--- config.mk ---
export PLATFORM = sky130hd
export DESIGN_NAME = ps_stage_sync
export DESIGN_NICKNAME = d
export VERILOG_FILES = /design/src/rtl/ps_stage_sync.sv
export SDC_FILE = /design/constraint.sdc
export NUM_CORES = 2
export LEC_CHECK = 0
export CORE_UTILIZATION = 45
export DETAILED_ROUTE_END_ITERATION = 7
export PLACE_DENSITY_LB_ADDON = 0.3
export SYNTH_ARGS = -nofsm -noshare
export SYNTH_HDL_FRONTEND = slang
export SYNTH_SLANG_ARGS = --single-unit
export TNS_END_PERCENT = 5
--- constraint.sdc ---
create_clock -name CP -period 4.95 [get_ports CP]
set_clock_uncertainty 0.2 [all_clocks]
set_input_delay 0.99 -clock CP [delete_from_list [all_inputs] [get_ports CP]]
set_output_delay 0.99 -clock CP [all_outputs]
set_load 0.03 [all_outputs]
--- src/rtl/ps_stage_sync.sv ---
// Program-store lookup stage: merges packets with a stored {next_dest, flags, opc} word.
// Define PS_WR_BYPASS_EN to forward a same-cycle store write into the lookup.
module ps_stage_sync #(
  parameter int GEN_W  = 11,
  parameter int DEST_W = 7,
  parameter int DATA_W = 34,
  parameter int FLAG_W = 4,
  parameter int OPC_W  = 6,
  parameter logic [OPC_W-1:0] ABSORB_OPC = '1,
  parameter int CNT_W  = 16
) (
  input  logic                    CP,
  input  logic                    MR_N,
  input  logic                    in_valid,
  output logic                    in_ready,
  input  logic [GEN_W+DEST_W+DATA_W-1:0] in_packet,
  output logic                    out_valid,
  input  logic                    out_ready,
  output logic [GEN_W+DEST_W+FLAG_W+OPC_W+DATA_W-1:0] out_packet,
  output logic                    del,
  input  logic                    pw_en,
  input  logic [DEST_W-1:0]       pw_addr,
  input  logic [DEST_W+FLAG_W+OPC_W-1:0] pw_data,
  output logic [CNT_W-1:0]        absorb_cnt
);

  localparam int WORD_W = DEST_W + FLAG_W + OPC_W;
  localparam int DEPTH  = 1 << DEST_W;

  logic [WORD_W-1:0] store [DEPTH];

  logic [GEN_W-1:0]  gen;
  logic [DEST_W-1:0] dest;
  logic [DATA_W-1:0] data;
  logic [WORD_W-1:0] word;
  logic [OPC_W-1:0]  opc;
  logic              accept;
  logic              absorb;

  assign {gen, dest, data} = in_packet;

  always_comb begin
    word = store[dest];
`ifdef PS_WR_BYPASS_EN
    if (pw_en && (pw_addr == dest)) begin
      word = pw_data;
    end
`endif
  end

  assign opc      = word[OPC_W-1:0];
  assign in_ready = !out_valid || out_ready;
  // Reset masks acceptance so nothing is loaded or absorbed.
  assign accept   = MR_N && in_valid && in_ready;
  assign absorb   = accept && (opc == ABSORB_OPC);

  always_ff @(posedge CP) begin
    if (pw_en) begin
      store[pw_addr] <= pw_data;
    end
  end

  always_ff @(posedge CP) begin
    if (!MR_N) begin
      out_valid  <= 1'b0;
      out_packet <= '0;
      del        <= 1'b0;
      absorb_cnt <= '0;
    end else begin
      del <= absorb;
      if (absorb && !(&absorb_cnt)) begin
        absorb_cnt <= absorb_cnt + CNT_W'(1);
      end
      if (accept && !absorb) begin
        out_valid  <= 1'b1;
        out_packet <= {gen, word, data};
      end else if (out_ready) begin
        out_valid  <= 1'b0;
      end
    end
  end

endmodule
==> reports/metrics.yaml <==
finish:
  stdcell_count: 7034
  drive_gt1_frac: 0.296
  final_common_cell: "edfxtp_1"
  num_antenna_cells: 0
  fin_nets: 4417
  stdcell_area_sq_mm: 0.100
  nFillCells: 14500
  final_cell_mix: "edfxtp_1, mux4_2, buf_4, mux2i_1, clkbuf_16"
  area_growth_pct: 15.7
clock_tree:
  cts_root_buffer: "clkbuf_16"
  cts_buffers: 217
  ctsResizeCount: 0
  h-tree-depth: 4
  cts_tree: "built"
  cts_sinks: 2256
  cts_setup_buffers: 0
  clkSlewWorstSetupHoldPaths_ns: 0.06
  ctsHoldBuffers: 0
  clock_latency_ns: 0.88
  cts_buffer_depth: 3
grt:
  met2_usage: 0.352
  grt_pass1_vias: 42100
  use_met1: 0.323
  grt_util_met3: 0.0465
  grt_pass1_wl_um: 311000
  grt_overflow: 0
  antenna_found_initial: 16
  grt_start_max_net_pins: 129
  grtUsageTotal: 0.226
  busiest_layer: "met2"
floorplanning:
  row_count: 160
  dieArea_sq_mm: 0.194
  core_sq_mm: 0.191
  start_util: 0.454
  die_h_um: 441
  io_pins: 162
  die_w_um: 441
routing:
  dr_total_vias: 42400
  postRouteAntennaNets: 0
  wl_per_cell_um: 31.2
  wl_um: 219000
  drtPass1Iterations: 5
  vias_per_cell: 6.02
  drt_drc_violations_left: 0
  drt-initial-drc-count: 5125
placement:
  dp_cells: 6627
  dpl_cell_area_sq_mm: 0.0933
  place_ws_ns: -0.382
  dp_hpwl_um: 131000
  port_buffers: 161
  place.gp.congestion: 0.940
sta:
  drv_slew: 0
  rsz0062_at_grt: "false"
  setup_viol: 0
  tightest_slew_ns: 1.21
  fin_crit_ns: 4.53
  fmax_mhz: 221
  fin_crit_sh: 0.915
  relSlewSlack: 0.193
  hold_slack_ns: 0.255
  setup_slack_ns: 0.423
  hold_viol: 0
synthesis:
  netlist_area_sq_mm: 0.0867
  netlist-cell-type-count: 40
  syn_area_per_cell_sq_um: 22.5
  syn-num-nets: 3939
  synth_ff_type: "edfxtp_1"
  async_flop_share: 0
  synth_edf_count: 2176
  netlist_instances: 3857
  synth_seq_cells: 2256
  ys_seq_area_frac: 0.772
  yosysWarnings: 0
setup_path:
  path_cells: "buf_8 -> buf_12 -> buf_4 -> mux4_2 -> mux2i_1 -> a221oi_1 -> nand2_1 -> and4_1 -> nor4_1 -> buf_4 -> nand2_1 -> buf_4 -> nor4_1 -> mux2i_1"
  crit_top_cell: "buf_4"
  timing.rr.start: "store[22][5]"
  crit_fanout: 31
  worst_ep_arrival_time_ns: 5.10
  slowest_stage: "nor4_1"
  critical_path_class: "in -> reg"
  startpoint: "in_packet[36]"
  r2r_end: "absorb_cnt[15]"
  rrSetupSlack_ns: 1.05
  reg2reg_depth: 12
  required_ns: 5.52
  endpoint: "absorb_cnt[15]"
  end_kind: "flip-flop"
  critPathMaxStageDelay_ns: 0.75
  start_kind: "input port"
outcome:
  status: "finished clean"
power:
  power_mw: 39.5
  ir_drop_v: 0.000387
  p_leak_nw: 31.9
  p_per_area_mw_per_mm2: 393
min_path:
  holdPathStages: 2
  hold_class: "reg -> reg"
run:
  drv_cap: 0
## metrics by stage
step / utilization / TNS [ns]
2_1_floorplan: - / 0
3_3_place_gp: 0.489 / -14.33
3_5_place_dp: 0.489 / -14.65
4_1_cts: 0.526 / 0
5_1_grt: 0.526 / 0
6_report: 0.526 / 0
## synth_stat cells, drive strengths merged, types with 7 or more instances
cell,count,share of area
a21oi,30,0.0017
a221oi,12,0.0012
a22oi,68,0.0059
and2,9,0.00068
buf,111,0.0070
clkbuf,101,0.0044
dfxtp,80,0.018
edfxtp,2176,0.75
inv,9,0.00039
mux2,21,0.0027
mux2i,223,0.026
mux4,600,0.16
nand2,138,0.0060
nand2b,13,0.00094
nand3,41,0.0024
nor2,131,0.0057
nor2b,14,0.0010
nor3,19,0.0011
o211ai,13,0.0011
o22ai,8,0.00058
o31ai,7,0.00061
## report_power, final
part / total [mW] / internal [mW] / switching (mW)
registers: 21.1 / 21.0 / 0.0469
clock network: 16.1 / 8.94 / 7.14
logic: 2.29 / 0.908 / 1.38
## cell families (layout without fill, tap and decap cells)
kind of cell | Yosys count | in the layout | share of synthesized area
flip-flops | 2256 | 2256 | 0.772
multiplexers | 844 | 844 | 0.184
buffers and inverters | 221 | 887 | 0.0118
adder cells (fa/ha/maj) | 1 | 1 | 0.000144
AND/OR/NAND/NOR | 390 | 390 | 0.0197
XOR/XNOR | 1 | 1 | 0.000101
AO/OA/AOI/OAI | 144 | 144 | 0.0116
## final cells by class
cell class | count | area, sq um | area share
multi-input combinational | 1380 | 18900 | 0.189
tap | 2511 | 3140 | 0.0313
sequential | 2256 | 66900 | 0.667
clock inverter | 140 | 1320 | 0.0132
timing repair buffer | 471 | 4280 | 0.0427
inverter | 9 | 33.8 | 0.000337
clock buffer | 267 | 5640 | 0.0562
## flip-flops by register name, summed over array words and instances, names as in the netlist
signal,cells
absorb_cnt,16
store,2176
out_valid,1
out_packet,62
del,1
## per-layer routing
| metal | part of all wire | up-vias |
|---|---|---|
| li1 | - | 17200 |
| met1 | 0.41 | 22800 |
| met2 | 0.47 | 2030 |
| met3 | 0.090 | 317 |
| met4 | 0.031 | 14 |
| met5 | 0.00042 | - |
## worst max-delay path, delay by kind of cell
| family | cells | cell delay (ns) |
|---|---|---|
| multiplexers | 3 | 0.59 |
| AND/OR/NAND/NOR | 5 | 1.76 |
| buffers and inverters | 5 | 1.44 |
| AO/OA/AOI/OAI | 1 | 0.25 |
## worst min path at each step
stage          slack (ns)      startpoint             end
3_5_place_dp         0.25  out_packet[35]  out_packet[35]
6_report             0.25  out_packet[35]  out_packet[35]
5_1_grt              0.26  out_packet[35]  out_packet[35]
4_1_cts              0.26  out_packet[35]  out_packet[35]
3_3_place_gp         0.24  out_packet[35]  out_packet[35]
2_1_floorplan        0.37  out_packet[34]  out_packet[34]
(Power assumes the default switching activity.)
